### src/rtl/alu_pkg.sv
// +----------------------------------------------------------------------------+
// | Module      : alu_pkg                                                      |
// | Description : Shared definitions for the sequential-ALU command front-end: |
// |               op codes, sequencer FSM state encoding and a helper that     |
// |               gives the number of result words each op returns.            |
// | Ports       : none (package)                                               |
// | Revision    : 1.0 - initial release                                        |
// +----------------------------------------------------------------------------+
`default_nettype none

package alu_pkg;

  localparam logic [1:0] ALU_OP_ADD = 2'b00;
  localparam logic [1:0] ALU_OP_SUB = 2'b01;
  localparam logic [1:0] ALU_OP_MUL = 2'b10;
  localparam logic [1:0] ALU_OP_DIV = 2'b11;

  // Sequencer states, explicitly encoded in 3 bits.
  typedef enum logic [2:0] {
    ST_IDLE     = 3'd0,
    ST_ISSUE    = 3'd1,
    ST_LOAD_A   = 3'd2,
    ST_LOAD_B   = 3'd3,
    ST_WAIT_END = 3'd4,
    ST_CAP_HI   = 3'd5,
    ST_RESP     = 3'd6
  } seq_state_t;

  // Add/sub produce a single result word; mul/div produce two (lo then hi).
  function automatic logic [1:0] alu_op_words(input logic [1:0] op);
    logic [1:0] words;
    words = 2'd1;
    if ((op == ALU_OP_MUL) || (op == ALU_OP_DIV)) begin
      words = 2'd2;
    end
    return words;
  endfunction

endpackage

`default_nettype wire

### src/rtl/alu_seq_timeout.sv
// +----------------------------------------------------------------------------+
// | Module      : alu_seq_timeout                                              |
// | Description : Saturating cycle counter with clear, enable and expire.      |
// |               Only compiled when ALU_SEQ_TIMEOUT_EN is defined.            |
// | Ports       : clk     - clock, rising edge                                 |
// |               reset   - synchronous, active-low reset                      |
// |               clear   - zero the count (wins over enable)                  |
// |               enable  - count one cycle                                    |
// |               expire  - high in the LIMIT-th enabled cycle since clear     |
// | Revision    : 1.0 - initial release                                        |
// +----------------------------------------------------------------------------+
`default_nettype none

`ifdef ALU_SEQ_TIMEOUT_EN
module alu_seq_timeout #(
  parameter int LIMIT = 64
) (
  input  logic clk,
  input  logic reset,
  input  logic clear,
  input  logic enable,
  output logic expire
);

  localparam int CNT_W = $clog2(LIMIT + 1);
  localparam logic [CNT_W-1:0] C_LAST = CNT_W'(LIMIT - 1);
  localparam logic [CNT_W-1:0] C_SAT  = CNT_W'(LIMIT);

  logic [CNT_W-1:0] r_count;

  always_ff @(posedge clk) begin
    if (!reset) begin
      r_count <= '0;
    end else if (clear) begin
      r_count <= '0;
    end else if (enable && (r_count != C_SAT)) begin
      r_count <= r_count + 1'b1;
    end
  end

  // The count lags the enabled cycle by one, so LIMIT-1 marks the LIMIT-th cycle.
  assign expire = enable && (r_count == C_LAST);

endmodule
`endif

`default_nettype wire

### src/rtl/alu_cmd_sequencer.sv
// +----------------------------------------------------------------------------+
// | Module      : alu_cmd_sequencer                                            |
// | Description : Front-end for the sequential ALU. Takes one {op,A,B} command |
// |               on a valid/ready port, drives the ALU serial protocol        |
// |               (BEGIN, op_code, inbus), collects the result word(s) from    |
// |               outbus after END and returns them on a valid/ready response  |
// |               port. One command in flight at a time.                       |
// | Options     : ALU_SEQ_TIMEOUT_EN - adds timeout_err and a WAIT_END abort   |
// |               after TIMEOUT_CYCLES cycles without END.                     |
// | Ports       : clk, reset (sync, active-low)                                |
// |               cmd_valid/cmd_ready/cmd_op/cmd_a/cmd_b   - command in        |
// |               rsp_valid/rsp_ready/rsp_op/rsp_data      - response out      |
// |               alu_begin/alu_op_code/alu_inbus          - to ALU            |
// |               alu_outbus/alu_end                       - from ALU          |
// |               busy                                     - not IDLE          |
// |               timeout_err (option only)                - aborted response  |
// | Revision    : 1.0 - initial release                                        |
// +----------------------------------------------------------------------------+
`default_nettype none

module alu_cmd_sequencer
  import alu_pkg::*;
#(
  parameter int DATA_W         = 8,
  parameter int TIMEOUT_CYCLES = 64
) (
  input  logic                clk,
  input  logic                reset,
  input  logic                cmd_valid,
  output logic                cmd_ready,
  input  logic [1:0]          cmd_op,
  input  logic [DATA_W-1:0]   cmd_a,
  input  logic [DATA_W-1:0]   cmd_b,
  output logic                rsp_valid,
  input  logic                rsp_ready,
  output logic [1:0]          rsp_op,
  output logic [2*DATA_W-1:0] rsp_data,
  output logic                alu_begin,
  output logic [1:0]          alu_op_code,
  output logic [DATA_W-1:0]   alu_inbus,
  input  logic [DATA_W-1:0]   alu_outbus,
  input  logic                alu_end,
  output logic                busy
`ifdef ALU_SEQ_TIMEOUT_EN
  ,
  output logic                timeout_err
`endif
);

  seq_state_t          r_state;
  logic [1:0]          r_op;
  logic [DATA_W-1:0]   r_a;
  logic [DATA_W-1:0]   r_b;
  logic                r_cmd_ready;
  logic                r_rsp_valid;
  logic [1:0]          r_rsp_op;
  logic [2*DATA_W-1:0] r_rsp_data;
  logic                r_alu_begin;
  logic [1:0]          r_alu_op_code;
  logic [DATA_W-1:0]   r_alu_inbus;
  logic                r_busy;

`ifdef ALU_SEQ_TIMEOUT_EN
  logic r_timeout_err;
  logic w_tmo_clear;
  logic w_tmo_enable;
  logic w_tmo_expire;

  // Clearing while in LOAD_B zeroes the count exactly on entry to WAIT_END.
  assign w_tmo_clear  = (r_state == ST_LOAD_B);
  assign w_tmo_enable = (r_state == ST_WAIT_END);

  alu_seq_timeout #(
    .LIMIT (TIMEOUT_CYCLES)
  ) u_timeout (
    .clk    (clk),
    .reset  (reset),
    .clear  (w_tmo_clear),
    .enable (w_tmo_enable),
    .expire (w_tmo_expire)
  );

  assign timeout_err = r_timeout_err;
`else
  // TIMEOUT_CYCLES only matters when the timeout option is built in.
  logic w_unused_tmo;
  assign w_unused_tmo = ^TIMEOUT_CYCLES;
`endif

  // All outputs are registered and change together with the state, so each
  // ALU bus value is valid for exactly the cycle of its state.
  always_ff @(posedge clk) begin
    if (!reset) begin
      r_state       <= ST_IDLE;
      r_op          <= '0;
      r_a           <= '0;
      r_b           <= '0;
      r_cmd_ready   <= 1'b1;
      r_rsp_valid   <= 1'b0;
      r_rsp_op      <= '0;
      r_rsp_data    <= '0;
      r_alu_begin   <= 1'b0;
      r_alu_op_code <= '0;
      r_alu_inbus   <= '0;
      r_busy        <= 1'b0;
`ifdef ALU_SEQ_TIMEOUT_EN
      r_timeout_err <= 1'b0;
`endif
    end else begin
      case (r_state)
        ST_IDLE: begin
          if (cmd_valid && r_cmd_ready) begin
            r_op          <= cmd_op;
            r_a           <= cmd_a;
            r_b           <= cmd_b;
            r_cmd_ready   <= 1'b0;
            r_busy        <= 1'b1;
            r_alu_begin   <= 1'b1;
            r_alu_op_code <= cmd_op;
            r_alu_inbus   <= '0;
            r_state       <= ST_ISSUE;
          end
        end

        ST_ISSUE: begin
          r_alu_inbus <= r_a;
          r_state     <= ST_LOAD_A;
        end

        ST_LOAD_A: begin
          r_alu_begin <= 1'b0;
          r_alu_inbus <= r_b;
          r_state     <= ST_LOAD_B;
        end

        ST_LOAD_B: begin
          r_state <= ST_WAIT_END;
        end

        ST_WAIT_END: begin
          if (alu_end) begin
            // hi is zeroed here; two-word ops overwrite it in CAP_HI.
            r_rsp_data <= {{DATA_W{1'b0}}, alu_outbus};
            if (alu_op_words(r_op) == 2'd1) begin
              r_rsp_valid <= 1'b1;
              r_rsp_op    <= r_op;
              r_state     <= ST_RESP;
            end else begin
              r_state <= ST_CAP_HI;
            end
          end
`ifdef ALU_SEQ_TIMEOUT_EN
          else if (w_tmo_expire) begin
            r_rsp_data    <= {(2*DATA_W){1'b1}};
            r_timeout_err <= 1'b1;
            r_rsp_valid   <= 1'b1;
            r_rsp_op      <= r_op;
            r_state       <= ST_RESP;
          end
`endif
        end

        ST_CAP_HI: begin
          // The ALU presents hi in the cycle after END regardless of END's level.
          r_rsp_data[2*DATA_W-1:DATA_W] <= alu_outbus;
          r_rsp_valid                   <= 1'b1;
          r_rsp_op                      <= r_op;
          r_state                       <= ST_RESP;
        end

        ST_RESP: begin
          if (rsp_ready) begin
            r_rsp_valid   <= 1'b0;
            r_cmd_ready   <= 1'b1;
            r_busy        <= 1'b0;
            r_alu_op_code <= '0;
            r_alu_inbus   <= '0;
`ifdef ALU_SEQ_TIMEOUT_EN
            r_timeout_err <= 1'b0;
`endif
            r_state       <= ST_IDLE;
          end
        end

        default: begin
          r_state     <= ST_IDLE;
          r_cmd_ready <= 1'b1;
          r_rsp_valid <= 1'b0;
          r_alu_begin <= 1'b0;
          r_busy      <= 1'b0;
        end
      endcase
    end
  end

  assign cmd_ready   = r_cmd_ready;
  assign rsp_valid   = r_rsp_valid;
  assign rsp_op      = r_rsp_op;
  assign rsp_data    = r_rsp_data;
  assign alu_begin   = r_alu_begin;
  assign alu_op_code = r_alu_op_code;
  assign alu_inbus   = r_alu_inbus;
  assign busy        = r_busy;

endmodule

`default_nettype wire
### config.mk
export PLATFORM = sky130hd
export DESIGN_NAME = alu_cmd_sequencer
export DESIGN_NICKNAME = d
export VERILOG_FILES = /design/src/rtl/alu_pkg.sv /design/src/rtl/alu_seq_timeout.sv /design/src/rtl/alu_cmd_sequencer.sv
export SDC_FILE = /design/constraint.sdc
export NUM_CORES = 1
export LEC_CHECK = 0
export ABC_AREA = 1
export CORE_UTILIZATION = 42
export CTS_BUF_LIST = sky130_fd_sc_hd__clkbuf_16
export DETAILED_ROUTE_END_ITERATION = 6
export GPL_TIMING_DRIVEN = 0
export PLACE_DENSITY = 0.73
export SLEW_MARGIN = 25
export SYNTH_ARGS = -nofsm -noshare
export SYNTH_HDL_FRONTEND = slang
export SYNTH_HIERARCHICAL = 1
export SYNTH_SLANG_ARGS = --single-unit
### constraint.sdc
create_clock -name clk -period 1.2 [get_ports clk]
set_input_delay 0.18 -clock clk [delete_from_list [all_inputs] [get_ports clk]]
set_output_delay 0.18 -clock clk [all_outputs]
set_load 0.05 [all_outputs]
==> flow_summary.ini, run 1 <==
[critical_path]
reg2reg_depth = 8
cp-end-kind = flip-flop
critPathArrivalTime_ps = 1510
rr_endpoint = alu_inbus[6]
start_kind = flip-flop
critical_path_class = flip-flop to flip-flop
rrSetupSlack_ps = -120
reg2reg_from = r_state[2]
required_ps = 1390
cp_max_fo = 6

[pwr]
power_density_nw_per_um2 = 1880
clock_power_share = 0.221
ir_drop_v = 0.000783
power_leakage_nw = 1.33
p_sw_w = 0.00233
comb_power_share = 0.411
p_int_w = 0.00375
power_w = 0.00609
sequentialPowerShare = 0.368
power.share.switching = 0.383

[sta]
finalCritPeriodShare = 1.10
timing.final.ws_setup_ps = -121
fmax_mhz = 757
final_max_slew_viol_count = 0
setup_tns_ps = -2650
min_period_ps = 1320
rsz0062_at_grt = true
hold_viol_final = 0
clock_skew_ps = 3.22
worstMarginPinSlew_ps = 561
max_slew_margin = 0.626
setup_viol = 47
hold_ws_ps = 329

[clocking]
cts_tree = yes
cts.sinks = 53
worstSkewPairLatency_ps = 290
cts_inserted_buffers = 5
clock_tree.buffer_depth = 2
cts_hold_buf = 0
htree_num_levels = 2
clk_pin_slew_worst_paths_ps = 60
cts_root_buf = clkbuf_16

[routing]
firstDrtPassIters = 4
wirelength_microns = 5950
vias_per_cell = 4.90
first_iter_violations = 132
ant_nets = 0
drc = 0
via_count = 2169
wl_per_cell_microns = 13.4

[global_routing]
grt_pass1_wl_microns = 9380
grt_pass1_vias = 1944
grt_max_degree = 15
antenna_found_initial = 0
grt_usage = 0.232
gr-total-overflow = 0

[place]
dp_hpwl_microns = 3760
gp_congestion = 0.867
dpl-instance-area_sq_um = 2890
port_buffers = 61

[floorplanning]
top_level_ports = 63
core-area_sq_um = 4850
die_w_microns = 73.7
core.rowCount = 25
die_h_microns = 73.7
dieArea_sq_um = 5440
start_util = 0.446

[synth]
netlist-cell-type-count = 22
syn-cell-area_sq_um = 2160
yosysSeqAreaShare = 0.491
yosys.area.top_type_share = 0.491
synth_warnings = 6
netlist_instances = 295
synth_area_leaders = dfxtp_1, nand2_1, a21oi_1
yosysTopAreaCell = dfxtp_1
syn_area_per_cell_sq_um = 7.32
synth-seq-cells = 53
syn_nets = 326

[final_layout]
fillers = 416
antenna_cells = 0
area_delta_synth_final_pct = 49.7
fin_area_sq_um = 3240
multi_input_comb_area_sq_um = 1050
nNetsFinal = 408
area.sequential_sq_um = 1070
layout-drive-gt1-share = 0.285

[run_status]
status = finished, violations left
violations = negative setup slack

[run]
cap_violations = 0

[worst_hold_path]
hold_path_end = r_b[1]
hold_class = primary input to flip-flop
min_from = reset
holdPathStages = 3
layout make-up:
class,instances,share of cell area
repair buffers,76,0.215
inverters,28,0.0360
plain buffers,10,0.0259
flip-flops and latches,53,0.332
multi-input cells,203,0.325
well taps,67,0.0259
clock buffers,5,0.0387
clock inverters,1,0.00155
cell usage in the layout, fill, tap and decap left out, types with 9 or more instances in the layout:
cell type,instances
clkdlybuf4s50_1,29
dfxtp_1,49
inv_1,21
buf_2,14
nand2_1,70
buf_6,9
buf_4,9
clkdlybuf4s15_2,10
a21oi_1,27
nor2_1,34
nand2_2,16
o21ai_0,18
flip-flops by register name, summed over array words and instances (netlist names):
register     cells
r_b              8
r_op             2
alu_begin        1
alu_op_code      2
alu_inbus        8
r_a              8
rsp_data        16
rsp_op           2
rsp_valid        1
busy             1
cmd_ready        1
r_state          3
what timing repair did:
item / 4_1_cts / 5_1_grt
pin swaps: 5 / 14
endpoints found under the setup margin: 81 / 71
resized for setup: 122 / 70
cloned: 2 / 0
buffers inserted: 10 / 3
power by group through the flow:
stage,combinational [W],clock (W),sequential [W]
after global routing,0.00271,0.00143,0.00227
after detailed placement,0.00210,0,0.00224
after CTS,0.00234,0.00136,0.00220
after global placement,0.00208,0,0.00223
after floorplan,0.00101,0,0.00270
final,0.00250,0.00135,0.00224
per-stage QoR:
step                       util  std cells  setup slack (ps)
after floorplan               -        295             0.188
after global placement    0.596        423              -348
after detailed placement  0.596        423              -351
after CTS                 0.663        441              -106
after global routing      0.667        443              -189
final                     0.667        443              -121
metal layers:
| layer | vias to the layer above | global-route usage | wire length, microns |
|---|---|---|---|
| li1 | 1102 | - | - |
| met1 | 984 | 0.298 | 2630 |
| met2 | 71 | 0.371 | 2820 |
| met3 | 12 | 0.0686 | 374 |
| met4 | 0 | 0.0791 | 132 |
| met5 | - | 0 | 0 |
logic make-up after synthesis:
group | count (synthesis) | synth area share
AOI/OAI and AO/OA | 61 | 0.142
buffers and inverters | 39 | 0.0805
DFF | 53 | 0.491
and+or+nand+nor | 142 | 0.286
cells in the mapped netlist (all sizes together):
library cell and number:
nand3 12, inv 27, o21ai 24, nand3b 1
dfxtp 53, clkinv 1, nor2 38, buf 6
a21oi 35, clkbuf 5, nor3 2, nand4 2
nand2 87, a31oi 2
critical path, cell delays in order, from the launching register on:
cell and delay (ps):
dfxtp_2 320, buf_6 130, nor2_4 200, nand3_4 130
nand3b_4 150, buf_6 150, nand2_2 50, nand2_2 40
nor2_1 50
how the worst max path moves through the flow:
stage,start,endpoint,slack (ps)
after detailed placement,alu_end,rsp_data[9],-350
after global routing,r_state[2],alu_inbus[6],-190
after global placement,alu_end,rsp_data[10],-350
after CTS,r_state[2],alu_inbus[6],-110
final,r_state[2],alu_inbus[6],-120
after floorplan,r_state[1],alu_inbus[0],0.2
Power figures use the tool's default switching activity.
==> inputs of run 2 (changes only) <==
- GPL_TIMING_DRIVEN: 0 -> 1
==> flow_summary.ini, run 2 (synthesis gave the netlist of run 1 again) <==
[floorplanning]
top_level_ports = 63
core-area_sq_um = 4850
dieArea_sq_um = 5440
start_util = 0.446
die_h_microns = 73.7
core.rowCount = 25
die_w_microns = 73.7

[clocking]
clock_tree.buffer_depth = 2
cts_hold_buf = 0
clk_pin_slew_worst_paths_ps = 70
htree_num_levels = 2
cts.sinks = 53
cts_inserted_buffers = 5
worstSkewPairLatency_ps = 290
cts_tree = yes
cts_root_buf = clkbuf_16

[pwr]
clock_power_share = 0.215
power_w = 0.00706
power.share.switching = 0.373
power_density_nw_per_um2 = 1780
power_leakage_nw = 1.60
sequentialPowerShare = 0.326
comb_power_share = 0.459
p_sw_w = 0.00263
ir_drop_v = 0.00109
p_int_w = 0.00443

[global_routing]
grt_pass1_wl_microns = 10000
gr-total-overflow = 0
grt_max_degree = 16
antenna_found_initial = 0
grt_usage = 0.246
grt_pass1_vias = 2177

[critical_path]
crit_cells = 5
critical_path_class = flip-flop to flip-flop
crit_path_cell_trace = nor2_4 > nand3_4 > buf_4 > buf_4 > a21oi_1
reg2reg_from = r_state[0]
critPathMostFrequentCell = buf_4
cp-end-kind = flip-flop
reg2reg_depth = 5
slowest_delay_ps = 380
cp_max_fo = 7
start_kind = flip-flop
cp_top_family = flip-flops
crit_slowest_cell = dfxtp_4
path_buf_inv = 2
required_ps = 1420
rrSetupSlack_ps = -100
rr_endpoint = alu_begin
critPathArrivalTime_ps = 1520

[routing]
drc = 0
firstDrtPassIters = 4
wirelength_microns = 7040
vias_per_cell = 5.18
wl_per_cell_microns = 15.3
first_iter_violations = 163
via_count = 2388
ant_nets = 0

[final_layout]
area_delta_synth_final_pct = 84.0
final_common_cell = nand2_1
layout-drive-gt1-share = 0.396
fin_area_sq_um = 3980
nNetsFinal = 424
fillers = 259
layout_common_cells = nand2_1, dfxtp_1, buf_12
largest_reg_flops = 16
antenna_cells = 0

[run]
cap_violations = 0

[run_status]
status = finished, violations left
violations = negative setup slack

[sta]
timing.final.ws_setup_ps = -105
setup_viol = 52
min_period_ps = 1300
clock_skew_ps = 3.27
rsz0062_at_grt = true
setup_tns_ps = -2670
hold_viol_final = 0
final_max_slew_viol_count = 0
worstMarginPinSlew_ps = 296
hold_ws_ps = 445
fmax_mhz = 766
finalCritPeriodShare = 1.09
max_slew_margin = 0.802

[place]
dp_hpwl_microns = 4230
gp_congestion = 0.905
port_buffers = 62
dpl-instance-area_sq_um = 3380

[worst_hold_path]
hold_path_end = r_b[7]
min_from = r_b[7]
hold_class = flip-flop to flip-flop
holdPathStages = 2
==> run 2: cell count changes in the layout (fill, tap and decap cells not counted), moves of 5 or more <==
cell	delta
buf_12	+35
o21ai_0	-15
buf_2	-14
buf_4	+14
o21ai_2	+11
clkdlybuf4s15_2	-10
nand2_1	-9
clkdlybuf4s18_2	-8
nand2_2	+7
nor2_1	-6
clkbuf_1	-5
nor2_2	+5
==> run 2: cell type report <==
| class | count | area [sq um] | share of cell area |
|---|---|---|---|
| inverters | 28 | 130 | 0.0327 |
| clock inverters | 2 | 7.51 | 0.00189 |
| repair inverters | 1 | 5.00 | 0.00126 |
| repair buffers | 100 | 1330 | 0.334 |
| multi-input cells | 204 | 1200 | 0.301 |
| clock buffers | 6 | 150 | 0.0378 |
| flip-flops and latches | 53 | 1080 | 0.271 |
| well taps | 67 | 83.8 | 0.0211 |
==> run 2: repair_timing <==
item,4_1_cts,5_1_grt
setup endpoints to repair,41,53
buffers inserted,4,8
gates resized for setup,36,77
cloned,1,1
pin swaps,11,17
==> run 2: per-stage QoR <==
stage,util,setup slack [ps],instances
after detailed placement,0.697,-319,439
after CTS,0.757,-37.4,452
after global routing,0.820,-179,461
after global placement,0.697,-337,439
final,0.820,-105,461
after floorplan,-,0.188,295
==> run 2: worst max-delay path by stage <==
stage	startpoint	endpoint	slack (ps)
2_1_floorplan	r_state[1]	alu_inbus[0]	0.2
3_3_place_gp	cmd_valid	alu_inbus[5]	-340
3_5_place_dp	cmd_valid	alu_inbus[5]	-320
4_1_cts	r_state[2]	alu_op_code[0]	-40
5_1_grt	r_state[0]	r_a[5]	-180
6_report	r_state[0]	alu_begin	-100
==> run 2: per-layer routing <==
metal	global-route usage	part of all wire
met4	0.0748	0.027
met3	0.0686	0.068
met2	0.451	0.53
met1	0.275	0.37
met5	0	0
==> run 2: power by group through the flow <==
stage | registers [W] | logic [W] | clock network, W
after floorplan | 0.00270 | 0.00101 | 0
after global placement | 0.00231 | 0.00245 | 0
after detailed placement | 0.00233 | 0.00248 | 0
after CTS | 0.00229 | 0.00272 | 0.00152
after global routing | 0.00233 | 0.00344 | 0.00158
final | 0.00230 | 0.00324 | 0.00152
==> run 2: tightest hold or removal path, stage by stage, from the launching register on <==
cell     delay, ps
dfxtp_1        300
inv_1           50
a21oi_1         50
